==> src/rtl/pipeline_calc_scheduler.sv <==
// pipeline_calc_scheduler
//   Two requesters share one pipeline_calculate datapath (operands A..E, result S).
//   Round-robin arbitration with valid/ready on the operand side. The granted operand
//   set is registered onto pipe_A..pipe_E, and a tag records which requester owns that
//   issue slot. Each returning pipe_S goes to the owner as a one-cycle rsp pulse. A
//   drain FSM (RUN/DRAIN/DONE) stops intake on request and reports when the pipe is empty.
// Ports
//   clk, reset                    clock, synchronous active-high reset
//   inN_valid/inN_ops/inN_ready   operand handshake, ops = {E,D,C,B,A}
//   pipe_A..pipe_E / pipe_S       datapath operands out / result in
//   rspN_valid/rspN_data          per-requester result pulse and held data
//   drain_req/drained             drain request level / high in DONE
//   inflight                      issued results not yet returned

// Per-requester response register. Data is updated only when this requester
// owns the returning slot, so the other lane keeps its last result.
module pipeline_calc_scheduler_rsp #(
  parameter int W  = 5,
  parameter bit ID = 1'b0
) (
  input  logic         clk,
  input  logic         reset,
  input  logic         tail_vld,
  input  logic         tail_tag,
  input  logic [W-1:0] pipe_s,
  output logic         rsp_valid,
  output logic [W-1:0] rsp_data
);
  logic hit;
  assign hit = tail_vld & (tail_tag == ID);

  always_ff @(posedge clk) begin
    if (reset) begin
      rsp_valid <= 1'b0;
      rsp_data  <= '0;
    end else begin
      rsp_valid <= hit;
      if (hit) rsp_data <= pipe_s;
    end
  end
endmodule

module pipeline_calc_scheduler #(
  parameter int W       = 5,
  parameter int LATENCY = 2,
  localparam int IW     = $clog2(LATENCY + 2)
) (
  input  logic           clk,
  input  logic           reset,
  input  logic           in0_valid,
  input  logic [5*W-1:0] in0_ops,
  output logic           in0_ready,
  input  logic           in1_valid,
  input  logic [5*W-1:0] in1_ops,
  output logic           in1_ready,
  output logic [W-1:0]   pipe_A,
  output logic [W-1:0]   pipe_B,
  output logic [W-1:0]   pipe_C,
  output logic [W-1:0]   pipe_D,
  output logic [W-1:0]   pipe_E,
  input  logic [W-1:0]   pipe_S,
  output logic           rsp0_valid,
  output logic [W-1:0]   rsp0_data,
  output logic           rsp1_valid,
  output logic [W-1:0]   rsp1_data,
  input  logic           drain_req,
  output logic           drained,
  output logic [IW-1:0]  inflight
);
  typedef enum logic [1:0] {RUN, DRAIN, DONE} state_t;
  state_t state, state_nx;

  logic rr;            // requester favoured when both are valid
  logic grant0, grant1, open, acc0, acc1, acc, ret;

  // Stage 0 sits alongside the pipe_* register; stages 1..LATENCY follow the
  // datapath, so stage LATENCY lines up with pipe_S.
  logic [LATENCY:0] vld_pipe, tag_pipe;

  assign grant0    = in0_valid & (~in1_valid | ~rr);
  assign grant1    = in1_valid & (~in0_valid |  rr);
  assign open      = (state == RUN) & ~drain_req;
  assign in0_ready = open & grant0;
  assign in1_ready = open & grant1;
  assign acc0      = in0_valid & in0_ready;
  assign acc1      = in1_valid & in1_ready;
  assign acc       = acc0 | acc1;
  assign ret       = vld_pipe[LATENCY];
  assign drained   = (state == DONE);

  always_ff @(posedge clk) begin
    if (reset) begin
      {pipe_E, pipe_D, pipe_C, pipe_B, pipe_A} <= '0;
      vld_pipe <= '0;
      tag_pipe <= '0;
      rr       <= 1'b0;
      inflight <= '0;
      state    <= RUN;
    end else begin
      if (acc0)      {pipe_E, pipe_D, pipe_C, pipe_B, pipe_A} <= in0_ops;
      else if (acc1) {pipe_E, pipe_D, pipe_C, pipe_B, pipe_A} <= in1_ops;
      else           {pipe_E, pipe_D, pipe_C, pipe_B, pipe_A} <= '0;
      vld_pipe <= {vld_pipe[LATENCY-1:0], acc};
      tag_pipe <= {tag_pipe[LATENCY-1:0], acc1};
      if (acc0)      rr <= 1'b1;
      else if (acc1) rr <= 1'b0;
      // A result leaves the count on the edge that raises its rsp pulse.
      if (acc & ~ret)      inflight <= inflight + IW'(1);
      else if (~acc & ret) inflight <= inflight - IW'(1);
      state <= state_nx;
    end
  end

  always_comb begin
    state_nx = state;
    case (state)
      RUN:     if (drain_req)       state_nx = DRAIN;
      DRAIN:   if (inflight == '0)  state_nx = DONE;
      DONE:    if (!drain_req)      state_nx = RUN;
      default:                      state_nx = RUN;
    endcase
  end

  logic [1:0]        rsp_v;
  logic [1:0][W-1:0] rsp_d;

  for (genvar g = 0; g < 2; g++) begin : g_rsp
    pipeline_calc_scheduler_rsp #(.W(W), .ID(g == 1)) u_rsp (
      .clk       (clk),
      .reset     (reset),
      .tail_vld  (vld_pipe[LATENCY]),
      .tail_tag  (tag_pipe[LATENCY]),
      .pipe_s    (pipe_S),
      .rsp_valid (rsp_v[g]),
      .rsp_data  (rsp_d[g])
    );
  end

  assign rsp0_valid = rsp_v[0];
  assign rsp1_valid = rsp_v[1];
  assign rsp0_data  = rsp_d[0];
  assign rsp1_data  = rsp_d[1];
endmodule

==> config.mk <==
export PLATFORM = sky130hd
export DESIGN_NAME = pipeline_calc_scheduler
export DESIGN_NICKNAME = d
export VERILOG_FILES = /design/src/rtl/pipeline_calc_scheduler.sv
export SDC_FILE = /design/constraint.sdc
export NUM_CORES = 1
export LEC_CHECK = 0
export BUFFER_PORTS_ARGS = -buffer_cell sky130_fd_sc_hd__buf_4
export CAP_MARGIN = 10
export CORE_MARGIN = 1
export CORE_UTILIZATION = 46
export DETAILED_ROUTE_END_ITERATION = 7
export GPL_ROUTABILITY_DRIVEN = 0
export HOLD_SLACK_MARGIN = 0.1
export PLACE_DENSITY = 0.83
export SETUP_SLACK_MARGIN = 0.3
export SLEW_MARGIN = 20
export SYNTH_ARGS = -nofsm -noshare
export SYNTH_HDL_FRONTEND = slang
export SYNTH_SLANG_ARGS = --single-unit
==> constraint.sdc <==
create_clock -name clk -period 4.41 [get_ports clk]
set_input_delay 0.6615 -clock clk [delete_from_list [all_inputs] [get_ports clk]]
set_output_delay 0.6615 -clock clk [all_outputs]
set_load 0.01 [all_outputs]
# After elaboration in Yosys (flattened, before gate mapping)
# Cells that the tools add are included.
# totals
register_bits	48
inputBits	60
output_inout_bits	42
word_cells	65
# classes
add_sub_neg	2
n_eq_ne	5
n_mux	18
bitwise	21
n_reduce_logical	5
# ops
operator	n
5-bit two-way mux	10
1-bit AND	11
2-bit two-way mux	5
1-bit inverter	7
2-bit != test, second input constant	3
2-bit case mux with 3 select lines	1
2-bit logical NOT	2
2-bit nonzero test	2
1-bit bitwise OR	3
3-bit AND reduction	1
2-bit by 1-bit adder with 2-bit output, second input constant	1
2-bit by 1-bit == test with 1-bit output, second input constant	1
2-bit == test, second input constant	1
1-bit two-way mux	2
2-bit by 1-bit subtractor with 2-bit output, second input constant	1

# Depth between registers and ports, before layout
# logic_depth
ltp_word	10
depth_mapped	8
mapped_depth_nobuf	7

# Cells and area by module
# A second synthesis with hierarchy kept.
# hier_totals
hier_cells	206
area_unflattened_um2	1898.1
# by_module_without_submodules
mod	instances	cells_per_inst	area_each_um2	seq_area_each_um2
pipeline_calc_scheduler	1	157	1397.6	720.7
pipeline_calc_scheduler_rsp at g_rsp[0].u_rsp	1	24	254.0	120.1
pipeline_calc_scheduler_rsp at g_rsp[1].u_rsp	1	25	246.5	120.1

# Least setup slack after synthesis
# No wires, ideal clock.
# synth_path
kind	input -> register
startpoint	input port drain_req
endpoint	register inflight[1]
setup_ns	0.070
arrival_ns	2.020
setup_slack_ns	2.320
cell_stages	6
path_buffers	0
cell_sequence	nor4b_4 -> nand2_1 -> nand2_1 -> ha_1 -> or3_1 -> a21oi_1
# synth_between
elab_chain_cells	8
word_cells_on_any_way	12
# synth_rtl
item	line	source
start: declaration	66	input logic drain_req,
1-bit inverter *	82	assign open = (state == RUN) & ~drain_req;
1-bit AND *	82	
1-bit AND (on tied branches)	83, 84	
1-bit AND (on tied branches)	85, 86	
1-bit bitwise OR *	87	assign acc = acc0 | acc1;
named net acc	74	logic grant0, grant1, open, acc0, acc1, acc, ret;
1-bit inverter	109	else if (~acc & ret) inflight <= inflight - IW'(1);
1-bit AND	109	
2-bit nonzero test (no source line)	--	
end signal: assignment	108	if (acc & ~ret) inflight <= inflight + IW'(1);
end signal: assignment	109	
end: declaration	68	output logic [IW-1:0] inflight
# The timed path passes the listed nets; every way through them passes the cells marked *.
# A chain may end at the register's enable or synchronous reset.

# Worst setup path after layout
# layout_path
startpoint	input port in0_valid
endpoint	output port in1_ready
# layout_between
elab_chain_cells	4
# layout_rtl
item	line	source
start: declaration	50	input logic in0_valid,
1-bit inverter	81	assign grant1 = in1_valid & (~in0_valid | rr);
1-bit bitwise OR	81	
1-bit AND	81	
1-bit AND	84	assign in1_ready = open & grant1;
end: declaration	55	output logic in1_ready,
# No other way between the ends.

==> flow_summary_export.csv <==
group,metric,value,unit
run_status,status,"finished, final reports clean",
placement,dpl-instance-area,0.00255,sq mm
routing,top_layer,"met4",
sta,worst_slack,1.83,ns
flow_run,maxCapViolCount,0,
sta,worst_slew_pin_slew,0.967,ns
sta,tns,0,ns
power,p_int,0.668,mW
sta,hold-worst-slack,0.442,ns
yosys,yosysWarnings,0,
clock_tree,clkLatencyLatePin,0.29,ns
sta,period_minus_slack,2.58,ns
clock_tree,clock_sinks,48,
power,leakage,1.16,nW
layout,layout_commonest_cell,"buf_4",
routing,ant_nets,0,
routing,drc,0,
yosys,synth.avg_cell_area,8.95,sq um
global_route,antenna_found_initial,0,
global_route,grt_max_degree,49,
global_route,grt.total_usage,21.7,%
sta,fin_worst_skew,0.00215,ns
clock_tree,postCtsSetupBuffers,0,
hold_path,min_path_type,"register to register",
yosys,synth-seq-cells,48,
routing,drt_pass1_iterations,4,
sta,setup_viol,0,
global_route,grt_pass1_wl,7030,microns
worst_setup_path,cp_data_required_time,3.75,ns
clock_tree,cts_tree,"yes",
placement,pre_cts_ws,1.75,ns
die,start_util,48.7,%
yosys,synth_ff_type,"dfxtp_1",
layout,stdcell_area,0.00264,sq mm
yosys,yosysSeqAreaShare,53.1,%
die,die_w,64.7,microns
routing,wl_met2,2260,microns
layout,layout-drive-gt1-share,37.5,%
clock_tree,cts_hold_buffers,0,
worst_setup_path,crit_type,"primary input to output pin",
layout,diodes,0,
layout,register_area,961,sq um
clock_tree,clockRootBuffer,"clkbuf_8",
layout,num-fill-cells,311,
global_route,overflow,0,
sta,clock.fmax,387,MHz
power,swShare,25.0,%
die,dieArea,0.00418,sq mm
power,pwr_density_cell,338,mW/mm^2
sta,fin_crit_sh,58.6,%
die,coreArea,0.00372,sq mm
routing,routed_wl,4460,microns
worst_setup_path,worstPathMaxFanout,26,
power,clockPowerShare,29.1,%
sta,relSlewSlack,35.5,%
sta,drv_slew,0,
global_route,grt_pass1_vias,1625,
placement,hpwl,3130,microns
yosys,synth-edff-count,0,
yosys,netlist_instances,202,
yosys,yosysTopAreaCell,"dfxtp_1",
yosys,synth_top_cell_area_share,53.1,%
power,switchingPower,0.223,mW
worst_setup_path,start_kind,"primary input",
power,finalPower,0.890,mW
clock_tree,h-tree-depth,2,
clock_tree,cts_buffers,5,
die,io_pins,102,
yosys,synthArstFlopShare,0,%
yosys,syn_area,0.00181,sq mm
yosys,syn_nets,263,
sta,final-hold-violation-count,0,
layout,area_growth_syn_to_layout,45.8,%
clock_tree,clock_path_buffers,2,
die,die_y,64.7,microns
routing,drt-met1-wl,1850,microns
power,seqPwrFrac,52.8,%
routing,wl_met3,298,microns
yosys,ys_types,22,
routing,via_count,1758,
die,rows,22,
sta,rsz0062_at_grt,"no",
layout,finalNetCount,356,
power,vdd_drop_max,251,uV
routing,post_drt_wl_per_cell,13.0,microns
worst_setup_path,critical_path.endpoint_type,"output pin",
clock_tree,clk_pin_slew_worst_paths,0.08,ns
yosys,synthTopCellsByArea,"dfxtp_1 53%, nand3_1 15%, a21oi_1 9.1%",
layout,multi_input_area,737,sq um
power,pwr-share-comb,18.1,%
placement,io_buffers,101,
layout,most-common-layout-cells,"103 x buf_4, 55 x nand3_1, 48 x dfxtp_1",
clock_tree,cts_resized,0,
worst_setup_path,worst_ep_arrival_time,1.92,ns
routing,avgViaCountPerCell,5.11,
routing,drt_iter0_drc,197,
-- final cells by class --
cell class	count	share of cell area [%]
Clock buffer	8	3.42
Inverter	4	0.570
Timing Repair Buffer	103	29.3
Multi-Input combinational cell	133	28.0
Tap cell	48	2.28
Sequential cell	48	36.4
-- flip-flops by register name, indices dropped and copies added, names as in the netlist --
name and cells:
g_rsp.u_rsp.rsp_data 10, pipe_A 5, pipe_B 5, pipe_C 5, pipe_D 5, pipe_E 5
tag_pipe 3, vld_pipe 3, g_rsp.u_rsp.rsp_valid 2, inflight 2, state 2, rr 1
-- power by group through the flow --
stage / clock network (mW) / logic (mW) / registers, mW
5_1_grt: 0.285 / 0.175 / 0.474
6_report: 0.259 / 0.161 / 0.470
4_1_cts: 0.266 / 0.162 / 0.470
2_1_floorplan: 0 / 0.0757 / 0.486
3_3_place_gp: 0 / 0.158 / 0.480
3_5_place_dp: 0 / 0.162 / 0.480
-- metrics by stage --
step | instances | util, %
floorplan | 202 | -
global placement | 336 | 68.5
detailed placement | 336 | 68.5
CTS | 344 | 70.9
global route | 344 | 70.9
finish | 344 | 70.9
-- per-layer routing --
| metal | track usage, % | vias to the layer above |
|---|---|---|
| met5 | 0 | - |
| met4 | 8.33 | 0 |
| met3 | 5.28 | 4 |
| met2 | 37.5 | 74 |
| met1 | 25.6 | 801 |
| li1 | - | 879 |
-- cells in the mapped netlist (all sizes together), types with 2 or more instances --
master,number
nor4b,2
nand2b,3
clkbuf,10
nor2b,6
nand3,55
xor2,2
mux2i,5
buf,7
dfxtp,48
a21oi,33
inv,4
nor2,10
nand2,10
-- cell families after synthesis --
group	share of synthesized area (%)
simple gates	26.5
flops	53.1
xor+xnor	0.969
fa+ha+maj	0.692
compound gates	9.83
buf+inv	6.09
mux	2.77
-- final timing paths --
kind	slack [ns]	cells after the start	from	endpoint
max	1.83	5	in0_valid	in1_ready
min	0.44	1	tag_pipe[1]	tag_pipe[2]
max reg2reg	2.06	6	rr	inflight[1]
min reg2reg	0.44	1	tag_pipe[1]	tag_pipe[2]
-- critical path, cell delays in order --
cell	delay, ns
buf_4	0.11
nand2b_1	0.67
nand2_1	0.26
inv_1	0.10
buf_4	0.12
Note: power is estimated with default switching activity, not from simulation.
